### config.mk
export PLATFORM = sky130hd
export DESIGN_NAME = led_pattern_monitor
export DESIGN_NICKNAME = d
export VERILOG_FILES = /design/src/rtl/ledmon_pkg.sv /design/src/rtl/ledmon_fifo.sv /design/src/rtl/led_pattern_monitor.sv
export SDC_FILE = /design/constraint.sdc
export NUM_CORES = 1
export LEC_CHECK = 0
export ABC_AREA = 0
export CORE_ASPECT_RATIO = 0.7
export CORE_MARGIN = 2
export CORE_UTILIZATION = 55
export CTS_CLUSTER_DIAMETER = 30
export DETAILED_ROUTE_END_ITERATION = 16
export GPL_TIMING_DRIVEN = 0
export PLACE_DENSITY = 0.76
export SYNTH_ARGS = -nofsm -noshare
export SYNTH_HDL_FRONTEND = slang
export SYNTH_SLANG_ARGS = --single-unit
### constraint.sdc
create_clock -name clk -period 4.8 [get_ports clk]
set_input_delay 0.48 -clock clk [delete_from_list [all_inputs] [get_ports clk]]
set_output_delay 0.48 -clock clk [all_outputs]
set_load 0.005 [all_outputs]
### src/rtl/ledmon_pkg.sv
// Shared types for the LED pattern monitor: default widths, FSM states and
// the record layout {pattern, dwell} at default widths.
package ledmon_pkg;

    localparam int LEDMON_W     = 8;
    localparam int LEDMON_CNT_W = 16;

    typedef enum logic {
        IDLE = 1'b0,
        RUN  = 1'b1
    } ledmon_state_t;

    typedef struct packed {
        logic [LEDMON_W-1:0]     pattern;
        logic [LEDMON_CNT_W-1:0] dwell;
    } ledmon_rec_t;

endpackage

### src/rtl/ledmon_fifo.sv
// Record FIFO for the LED pattern monitor. DEPTH entries (power of 2), extra
// pointer MSB separates full from empty. A push into a full FIFO succeeds only
// when a pop happens on the same edge; otherwise it is ignored here and the
// caller flags the drop.
module ledmon_fifo #(
    parameter int W     = 8,
    parameter int CNT_W = 16,
    parameter int DEPTH = 4
) (
    input  logic             clk,
    input  logic             rst,
    input  logic             push,
    input  logic [W-1:0]     push_pattern,
    input  logic [CNT_W-1:0] push_dwell,
    input  logic             pop,
    output logic             full,
    output logic             empty,
    output logic [W-1:0]     head_pattern,
    output logic [CNT_W-1:0] head_dwell
);

    localparam int AW = $clog2(DEPTH);

    logic [W-1:0]     mem_pattern [DEPTH];
    logic [CNT_W-1:0] mem_dwell   [DEPTH];
    logic [AW:0]      wr_ptr;
    logic [AW:0]      rd_ptr;
    logic             do_push;
    logic             do_pop;

    assign empty   = (wr_ptr == rd_ptr);
    assign full    = (wr_ptr[AW] != rd_ptr[AW]) && (wr_ptr[AW-1:0] == rd_ptr[AW-1:0]);
    assign do_pop  = pop && !empty;
    assign do_push = push && (!full || do_pop);

    // Head is forced to zero when empty so outputs read 0 out of reset.
    assign head_pattern = empty ? '0 : mem_pattern[rd_ptr[AW-1:0]];
    assign head_dwell   = empty ? '0 : mem_dwell[rd_ptr[AW-1:0]];

    // Pointer update; wraps modulo DEPTH through the natural AW+1 bit rollover.
    always_ff @(posedge clk or negedge rst) begin
        if (!rst) begin
            wr_ptr <= '0;
            rd_ptr <= '0;
        end else begin
            if (do_push) wr_ptr <= wr_ptr + 1'b1;
            if (do_pop)  rd_ptr <= rd_ptr + 1'b1;
        end
    end

    // Record storage; no reset needed since empty masks the head.
    always_ff @(posedge clk) begin
        if (do_push) begin
            mem_pattern[wr_ptr[AW-1:0]] <= push_pattern;
            mem_dwell[wr_ptr[AW-1:0]]   <= push_dwell;
        end
    end

endmodule

### src/rtl/led_pattern_monitor.sv
// LED pattern monitor: samples the pattern bus while armed and records each
// distinct pattern with its dwell time (clock edges) into a record FIFO that
// is drained over a valid/ready port.
// Optional stall detection is built when LEDMON_STALL_DETECT_EN is defined.
module led_pattern_monitor
    import ledmon_pkg::*;
#(
    parameter int W       = LEDMON_W,
    parameter int CNT_W   = LEDMON_CNT_W,
    parameter int DEPTH   = 4,
    parameter int TIMEOUT = 1000
) (
    input  logic             clk,
    input  logic             rst,
    input  logic             start,
    input  logic             stop,
    input  logic [W-1:0]     pin,
    output logic             rd_valid,
    input  logic             rd_ready,
    output logic [W-1:0]     rd_pattern,
    output logic [CNT_W-1:0] rd_dwell,
    output logic             busy,
    output logic             overflow,
    output logic             stall
);

    ledmon_state_t    state, state_nxt;
    logic [W-1:0]     cur, cur_nxt;
    logic [CNT_W-1:0] dwell, dwell_nxt;
    logic             push;
    logic             latch;
    logic             changed;
    logic             hold;
    logic             full;
    logic             empty;
    logic             pop;

    function automatic logic [CNT_W-1:0] sat_inc(input logic [CNT_W-1:0] v);
        return (&v) ? v : v + 1'b1;
    endfunction

    assign busy     = (state == RUN);
    assign rd_valid = !empty;
    assign pop      = rd_valid && rd_ready;

    // Next-state, change detect and dwell counting; stop outranks start.
    always_comb begin
        state_nxt = state;
        cur_nxt   = cur;
        dwell_nxt = dwell;
        push      = 1'b0;
        latch     = 1'b0;
        changed   = 1'b0;
        hold      = 1'b0;
        case (state)
            IDLE: begin
                if (start && !stop) begin
                    state_nxt = RUN;
                    latch     = 1'b1;
                end
            end
            RUN: begin
                if (stop) begin
                    push      = 1'b1;
                    state_nxt = IDLE;
                end else if (start) begin
                    latch = 1'b1;
                end else if (pin != cur) begin
                    push    = 1'b1;
                    changed = 1'b1;
                end else begin
                    hold      = 1'b1;
                    dwell_nxt = sat_inc(dwell);
                end
            end
            default: state_nxt = IDLE;
        endcase
        if (latch || changed) begin
            cur_nxt   = pin;
            dwell_nxt = CNT_W'(1);
        end
    end

    // FSM, current pattern and dwell registers.
    always_ff @(posedge clk or negedge rst) begin
        if (!rst) begin
            state <= IDLE;
            cur   <= '0;
            dwell <= '0;
        end else begin
            state <= state_nxt;
            cur   <= cur_nxt;
            dwell <= dwell_nxt;
        end
    end

    // Sticky drop flag, cleared whenever capture is (re)armed.
    always_ff @(posedge clk or negedge rst) begin
        if (!rst) begin
            overflow <= 1'b0;
        end else if (latch) begin
            overflow <= 1'b0;
        end else if (push && full && !pop) begin
            overflow <= 1'b1;
        end
    end

`ifdef LEDMON_STALL_DETECT_EN
    logic stall_r;

    // Stall rises when the held pattern's dwell reaches TIMEOUT; stop keeps it.
    always_ff @(posedge clk or negedge rst) begin
        if (!rst) begin
            stall_r <= 1'b0;
        end else if (latch || changed) begin
            stall_r <= 1'b0;
        end else if (hold && (dwell_nxt == CNT_W'(TIMEOUT))) begin
            stall_r <= 1'b1;
        end
    end

    assign stall = stall_r;
`else
    logic unused_stall_cfg;

    // Without stall detection the hold strobe and TIMEOUT have no consumer.
    assign unused_stall_cfg = hold ^ (TIMEOUT != 0);
    assign stall            = 1'b0;
`endif

    ledmon_fifo #(
        .W     (W),
        .CNT_W (CNT_W),
        .DEPTH (DEPTH)
    ) u_fifo (
        .clk          (clk),
        .rst          (rst),
        .push         (push),
        .push_pattern (cur),
        .push_dwell   (dwell),
        .pop          (pop),
        .full         (full),
        .empty        (empty),
        .head_pattern (rd_pattern),
        .head_dwell   (rd_dwell)
    );

endmodule

==> flow_metrics.tcl, run 1 <==
set metrics [dict create \
    critical_path.max_fanout 10 \
    num-nets-final 388 \
    cts_hold_buf 0 \
    antenna_found_initial 0 \
    p_leak_uw 0.00242 \
    ys_ff_latch 128 \
    setup_ws_ps 1530 \
    max_freq_mhz 306 \
    holdCritPathClass "in -> async" \
    power_density_nw_per_um2 600 \
    ir_worst_vdd_mv 0.429 \
    pin_count 41 \
    fillers 651 \
    synthFlopType "edfxtp_1" \
    hold_viol 0 \
    cpMaxStageDelayCell "clkbuf_1" \
    place_congestion 0.781 \
    setup_tns_ps 0 \
    cp-end-kind "output pin" \
    arrival_ps 2790 \
    die_w_um 122 \
    antennaDiodeCount 0 \
    final_max_slew_viol_count 0 \
    skew_ps 3.66 \
    io_buffers 39 \
    crit_required_ps 4320 \
    synthToLayoutAreaGrowth_pct 22.4 \
    wirelength_mm 10.1 \
    synth_area_um2 5370 \
    clk_path_buf_depth 2 \
    max_stage_delay_ps 500 \
    firstDrtPassIters 4 \
    drv_cap 0 \
    holdWs_ps 158 \
    start_util_pct 56.1 \
    drt-vias-per-instance 5.56 \
    period_minus_slack_ps 3270 \
    synth_nets 330 \
    synth.distinct_cells 45 \
    status "completed" \
    startpoint_type "register" \
    clock_latency_ps 410 \
    drt_iter0_markers 225 \
    crit_chain "buf_2, xor2_1, nor3b_2, clkbuf_1, nor2b_1, clkdlybuf4s50_1" \
    rsz0062_at_grt "no" \
    async_reset_ff_share_pct 25.0 \
    tritoncts "yes" \
    grt_overflow_total 0 \
    final_area_um2 6570 \
    vias 2837 \
    tightest_slew_ps 1370 \
    final_common_cell "edfxtp_1" \
    post-place-ws_ps 1440 \
    fin_crit_sh_pct 68.1 \
    worstPathBufferInverterCount 3 \
    cts_resized 0 \
    htree_levels 4 \
    rows 30 \
    drc_errors 0 \
    setup-violations-final 0 \
    drtAntennaViolNets 0 \
    grt_max_degree 33 \
    yosys_warnings 0 \
    avgSynthCellArea_um2 17.3 \
    routedWlPerCell_um 19.8 \
    cts_buffers 17 \
    clk_pin_slew_ps 60 \
    critPathTopFamily "buffers and inverters" \
    dpl-instance-area_um2 5910 \
    syn_inst 311 \
    grt_pass1_wl_mm 15.7 \
    dieArea_um2 10600 \
    die_h_um 86.6 \
    synth_edf_count 96 \
    final_cell_mix "96 x edfxtp_1, 38 x clkdlybuf4s50_1, 32 x dfrtp_1" \
    ys_seq_area_share_pct 68.7 \
    coreArea_um2 9570 \
    hpwl_mm 6.09 \
    path_class "reg -> out" \
    cts-root-buf "clkbuf_16" \
    cts_sinks 128 \
    grt_pass1_vias 2973 \
    drive_above_1_share_pct 22.0 \
    grt_usage_pct 21.1 \
    post_cts_buffers 0 \
    max_slew_margin_pct 9.00 \
]
[where the power goes]
part	total [uW]	switching (uW)	internal, uW
combinational	1120	498	626
clock	1400	467	932
sequential	1420	75.7	1340
[Yosys cell counts (all sizes together) (6+ instances only)]
master   n  area, um^2
mux2    10         124
xor2    21         184
dfrtp   32         801
nor2b   25         156
ha       6        75.1
edfxtp  96        2880
xnor2    6        52.6
nor2    16        60.1
a21oi    6        33.8
inv      6        22.5
buf      8        55.1
mux4    24         541
[worst register-to-register path, cell delays in order, from the launching register on]
cell and delay [ps]:
dfrtp_1 350, buf_2 270, xor2_1 270, nor4_1 110
nor2b_1 170, o21a_1 240, and2_1 1070
[per-stage QoR]
stage | total power, uW | cells | util (%)
2_1_floorplan | 2040 | 311 | -
3_3_place_gp | 2540 | 478 | 61.8
3_5_place_dp | 2570 | 478 | 61.8
4_1_cts | 3970 | 510 | 68.6
5_1_grt | 4120 | 510 | 68.6
6_report | 3940 | 510 | 68.6
[metal layers]
layer / vias up / track usage, % / share of wire [%]
met5: - / 0 / 0
met4: 0 / 7.00 / 1.0
met3: 11 / 7.11 / 3.6
met2: 48 / 32.1 / 48
met1: 1471 / 29.1 / 47
li1: 1307 / - / -
[registers in the layout, indices dropped and copies added (netlist names)]
| name | count |
|---|---|
| busy | 1 |
| cur | 8 |
| dwell | 16 |
| overflow | 1 |
| u_fifo.mem_dwell | 64 |
| u_fifo.mem_pattern | 32 |
| u_fifo.rd_ptr | 3 |
| u_fifo.wr_ptr | 3 |
[kinds of logic after synthesis]
kind of cell	Yosys count	share of synthesized area [%]
compound gates	21	2.78
xor+xnor	27	4.41
fa+ha+maj	6	1.40
buf+inv	18	1.73
flops	128	68.7
mux	35	12.6
other cells	1	0.0699
simple gates	75	8.40
[cell type report]
class / count / area [um^2] / area share, %
flip-flops and latches: 128 / 3680 / 56.1
inverters: 6 / 22.5 / 0.343
multi-input cells: 165 / 1590 / 24.2
clock buffers: 18 / 439 / 6.69
repair buffers: 39 / 385 / 5.87
plain buffers: 12 / 70.1 / 1.07
clock inverters: 14 / 214 / 3.26
well taps: 128 / 160 / 2.44
[path summary, 6_finish.rpt]
kind / from / to / slack [ps] / cells past startpoint
max: u_fifo.rd_ptr[0]$_DFFE_PN0P_ / rd_dwell[2] / 1530 / 6
min in group clk: u_fifo.rd_ptr[2]$_DFFE_PN0P_ / u_fifo.rd_ptr[2]$_DFFE_PN0P_ / 510 / 1
min: rst / cur[1]$_DFFE_PN0N_ / 160 / 1
max reg2reg: u_fifo.rd_ptr[0]$_DFFE_PN0P_ / u_fifo.mem_dwell[2][9]$_DFFE_PP_ / 1920 / 6
min reg2reg: u_fifo.rd_ptr[2]$_DFFE_PN0P_ / u_fifo.rd_ptr[2]$_DFFE_PN0P_ / 510 / 1
max in group asynchronous: rst / dwell[5]$_DFFE_PN0P_ / 4130 / 1
(Power assumes the default switching activity.)
==> run 2: changes to the inputs <==
CORE_UTILIZATION = 52   (was 55)
PLACE_DENSITY = 0.75   (was 0.76)
clock period = 2.93 ns   (was 4.8 ns; I/O delays follow)
==> run 2 against run 1 <==
Compared with the run above:
- final cell count rose by 0.20%
- sequential power up 63%
- critical path depth decreased by 1
- via count up 1.4%
- count of clock-buffer cells in the layout is 3 higher
- highest routed layer unchanged
==> flow_metrics.tcl, run 2 (synthesis gave the netlist of run 1 again) <==
set metrics [dict create \
    clk_pin_slew_ps 50 \
    max_slew_margin_pct 23.5 \
    max_freq_mhz 360 \
    grt_pass1_wl_mm 16.5 \
    start_util_pct 54.3 \
    cts_sinks 128 \
    wirelength_mm 10.3 \
    drive_above_1_share_pct 23.0 \
    power_uw 6220 \
    firstDrtPassIters 4 \
    rows 30 \
    cts-root-buf "clkbuf_16" \
    holdCritPathClass "in -> async" \
    grt_max_degree 33 \
    arrival_ps 2490 \
    use_met3_pct 6.34 \
    cpMaxStageDelayCell "mux4_2" \
    coreArea_um2 9870 \
    period_minus_slack_ps 2780 \
    post_cts_buffers 0 \
    use_met1_pct 28.8 \
    io_buffers 39 \
    grt_usage_pct 20.6 \
    vias 2876 \
    tritoncts "yes" \
    startpoint_type "register" \
    power_density_nw_per_um2 955 \
    die_w_um 125 \
    final_common_cell "edfxtp_1" \
    layoutNonFillerInstCount 511 \
    p_leak_uw 0.00242 \
    antennaDiodeCount 0 \
    die_h_um 89.0 \
    largest_register_ffs 64 \
    tightest_slew_ps 1150 \
    skew_ps 10.3 \
    hpwl_mm 6.35 \
    clk_path_buf_depth 2 \
    dieArea_um2 11200 \
    synthToLayoutAreaGrowth_pct 21.5 \
    pin_count 41 \
    critical_path.max_fanout 10 \
    rsz0062_at_grt "no" \
    drc_errors 0 \
    grt_overflow_total 0 \
    setup-violations-final 0 \
    routedWlPerCell_um 20.1 \
    cp-end-kind "output pin" \
    antenna_found_initial 0 \
    use_met2_pct 32.1 \
    status "completed" \
    drv_cap 0 \
    busiest_layer "met2" \
    crit_chain "buf_2, buf_4, mux4_2, nor2b_1, clkdlybuf4s50_1" \
    max_stage_delay_ps 550 \
    path_class "reg -> out" \
    num-nets-final 389 \
    place_congestion 0.732 \
    grt_pass1_vias 2986 \
    cts_buffers 17 \
    final_max_slew_viol_count 0 \
    ir_worst_vdd_mv 0.645 \
    final_cell_mix "96 x edfxtp_1, 38 x clkdlybuf4s50_1, 32 x dfrtp_1" \
    drt-vias-per-instance 5.63 \
    crit_required_ps 2640 \
    fin_crit_sh_pct 94.8 \
    htree_levels 4 \
    clock_latency_ps 410 \
    drtAntennaViolNets 0 \
    drt_iter0_markers 291 \
    dp.cells 478 \
    hold_viol 0 \
]
run 2: cell types whose count changed in the layout (fill, tap and decap cells not counted), moves of 2 or more:
cell and change:
buf_4 +2, clkinvlp_4 -2, and2_1 -2, and2_2 +2, clkbuf_1 -2, clkbuf_2 +2, bufinv_16 -3, clkinv_2 +3
run 2: per-layer routing:
layer	share of wire (%)	vias to the layer above
li1	-	1308
met1	46	1490
met2	48	67
met3	4.9	11
met4	1.1	0
met5	0	-
run 2: what timing repair did:
action                                 4_1_cts  5_1_grt
hold buffers                                 1        0
pin swaps                                    0        0
cloned                                       0        0
setup endpoints to repair                   20        5
endpoints found under the hold margin       32        0
resized for setup                           10        2
run 2: path summary, 6_finish.rpt:
path	startpoint	endpoint	slack [ps]	cells after the start
setup reg to reg	u_fifo.rd_ptr[0]$_DFFE_PN0P_	u_fifo.mem_dwell[3][10]$_DFFE_PP_	310	6
max in group asynchronous	rst	cur[5]$_DFFE_PN0N_	1940	2
setup / recovery	u_fifo.rd_ptr[0]$_DFFE_PN0P_	rd_dwell[13]	150	5
hold / removal	rst	dwell[5]$_DFFE_PN0P_	490	2
hold reg to reg	u_fifo.rd_ptr[2]$_DFFE_PN0P_	u_fifo.rd_ptr[2]$_DFFE_PN0P_	490	1
min in group clk	u_fifo.rd_ptr[2]$_DFFE_PN0P_	u_fifo.rd_ptr[2]$_DFFE_PN0P_	490	1
run 2: layout make-up:
type / instances / area, um^2
multi-input combinational: 165 / 1600
fill: 667 / 3360
buffer: 12 / 80.1
sequential: 128 / 3680
inverter: 6 / 22.5
tap: 128 / 160
clock inverter: 11 / 115
clock buffer: 21 / 460
timing repair buffer: 40 / 395
run 2: report_power, final:
| group | leakage [uW] | switching [uW] | internal, uW | total (uW) |
|---|---|---|---|---|
| clock | 0.000276 | 732 | 1290 | 2020 |
| combinational | 0.000809 | 827 | 1050 | 1880 |
| sequential | 0.00134 | 122 | 2200 | 2320 |
| total | 0.00242 | 1680 | 4540 | 6220 |
run 2: metrics by stage:
| step | TNS, ps | setup slack (ps) | area, um^2 | utilization, % | hold WS [ps] |
|---|---|---|---|---|---|
| after global placement | -11830 | -194 | 5920 | 59.9 | 484 |
| after global routing | 0 | 0.214 | 6520 | 66.0 | 525 |
| after floorplan | 0 | 715 | 5370 | - | -2.59 |
| after CTS | 0 | 76.2 | 6520 | 66.0 | 496 |
| final | 0 | 152 | 6520 | 66.0 | 487 |
| after detailed placement | -12980 | -194 | 5910 | 59.9 | 408 |
run 2: worst max-delay path: cells and delay by family (launching register included):
family                 cells  cell delay, ps
multiplexers               1             550
flip-flops                 1             350
AND/OR/NAND/NOR            1             160
buffers and inverters      3            1020
==> run 3: changes to the inputs <==
CORE_UTILIZATION = 54   (was 52)
CTS_BUF_LIST = sky130_fd_sc_hd__clkbuf_2   (was not set)
PLACE_DENSITY = 0.78   (was 0.75)
==> run 3 against run 2 <==
Compared with the run above:
- via count up 1.0%
- fmax down 2.4%
- register-to-register slack worse by 120 ps
- sequential power about the same
- count of clock-buffer cells in the layout down 3
- critical endpoint is now rd_dwell[2]
- highest routed layer unchanged
==> flow_metrics.tcl, run 3 (synthesis gave the netlist of run 1 again) <==
set metrics [dict create \
    final_common_cell "edfxtp_1" \
    drv_cap 0 \
    antenna_found_initial 0 \
    critical_path.max_fanout 7 \
    ir_worst_vdd_mv 0.578 \
    layoutNonFillerInstCount 519 \
    rsz0062_at_grt "yes" \
    final_cell_mix "96 x edfxtp_1, 32 x dfrtp_1, 24 x mux4_2" \
    grt_max_degree 33 \
    cts_buffers 17 \
    firstDrtPassIters 4 \
    hold_viol 0 \
    tightest_slew_ps 1250 \
    hpwl_mm 5.82 \
    fillers 645 \
    num-nets-final 397 \
    setup-violations-final 0 \
    multi_input_area_um2 1630 \
    p_leak_uw 0.00268 \
    pin_count 41 \
    power_uw 5830 \
    cts_sinks 128 \
    tritoncts "yes" \
    place_congestion 0.802 \
    dp.cells 478 \
    regArea_um2 3680 \
    grt_overflow_total 0 \
    grt_pass1_wl_mm 15.0 \
    start_util_pct 55.4 \
    skew_ps 39.6 \
    period_minus_slack_ps 2850 \
    arrival_ps 2550 \
    crit_required_ps 2640 \
    synthToLayoutAreaGrowth_pct 21.5 \
    dieArea_um2 10800 \
    largest_register_ffs 64 \
    grt_pass1_vias 2851 \
    post-place-ws_ps -176 \
    cts-root-buf "clkbuf_2" \
    antennaDiodeCount 0 \
    fin_crit_sh_pct 97.1 \
    clock_latency_ps 710 \
    die_w_um 123 \
    clk_path_buf_depth 2 \
    status "completed" \
    max_slew_margin_pct 16.5 \
    path_class "reg -> out" \
    clk_pin_slew_ps 210 \
    vias 2905 \
    coreArea_um2 9680 \
    holdWs_ps 156 \
    rows 30 \
    drc_errors 0 \
    drive_above_1_share_pct 25.6 \
    grt_usage_pct 19.9 \
    holdCritPathClass "in -> async" \
    wirelength_mm 9.97 \
    startpoint_type "register" \
    final_max_slew_viol_count 0 \
    setup_ws_ps 83.9 \
    htree_levels 4 \
    max_freq_mhz 351 \
    cp-end-kind "output pin" \
    drt-vias-per-instance 5.60 \
    io_buffers 39 \
    routedWlPerCell_um 19.2 \
    drt_iter0_markers 230 \
    drtAntennaViolNets 0 \
    die_h_um 87.4 \
    power_density_nw_per_um2 895 \
]
run 3: cell types whose count changed in the layout (fill, tap and decap cells not counted), sizes merged:
cell | before | now
bufinv | 2 | 5
dlymetal6s2s | 0 | 23
inv | 6 | 8
clkinv | 6 | 4
clkdlybuf4s50 | 38 | 15
buf | 11 | 16
run 3: per-stage QoR:
step	cell area (um^2)	setup TNS (ps)	util, %
2_1_floorplan	5370	0	-
3_3_place_gp	5920	-7320	61.1
3_5_place_dp	5910	-10160	61.0
4_1_cts	6360	-1.67	65.7
5_1_grt	6520	-67.3	67.3
6_report	6520	0	67.3
run 3: metal layers:
metal  global-route usage (%)  up-vias  wire [um]
met3                     5.76        8        703
li1                         -     1328          -
met4                     10.8        0         78
met5                        0        -          0
met1                     27.7     1472       4470
met2                     28.7       97       4720
run 3: worst paths after layout:
kind / end / slack, ps / from / cells after the start
min in group clk: cur[2]$_DFFE_PN0N_ / 250 / pin[2] / 2
hold / removal: dwell[4]$_DFFE_PN0P_ / 160 / rst / 2
max in group asynchronous: u_fifo.wr_ptr[1]$_DFFE_PN0P_ / 2230 / rst / 2
setup reg to reg: u_fifo.mem_dwell[2][12]$_DFFE_PP_ / 190 / u_fifo.rd_ptr[0]$_DFFE_PN0P_ / 6
hold reg to reg: u_fifo.rd_ptr[2]$_DFFE_PN0P_ / 520 / u_fifo.rd_ptr[2]$_DFFE_PN0P_ / 1
setup / recovery: rd_dwell[2] / 80 / u_fifo.rd_ptr[0]$_DFFE_PN0P_ / 7
run 3: area by class of cell:
type	count	share of cell area [%]
flip-flops and latches	128	56.5
inverters	6	0.345
repair buffers	48	8.77
clock inverters	14	3.24
multi-input cells	165	25.0
clock buffers	18	1.38
plain buffers	12	2.32
well taps	128	2.46
run 3: where the power goes:
part	leakage, uW	internal [uW]	switching (uW)
Combinational	0.00118	1290	913
Sequential	0.00134	2190	139
Clock	0.000166	648	647
run 3: repair_timing:
action / in CTS / in global routing
setup buffers: 4 / 1
hold buffers: 1 / 0
endpoints found under the hold margin: 32 / 0
gates resized for setup: 25 / 35
cloned: 1 / 2
endpoints found under the setup margin: 42 / 84
pin swaps: 2 / 1
run 3: critical path: stages (launching register included):
cell	delay (ps)
dfrtp_1	460
buf_12	170
xor2_4	190
nor3b_4	220
buf_12	160
clkbuf_8	160
nor2b_2	50
clkdlybuf4s50_1	440
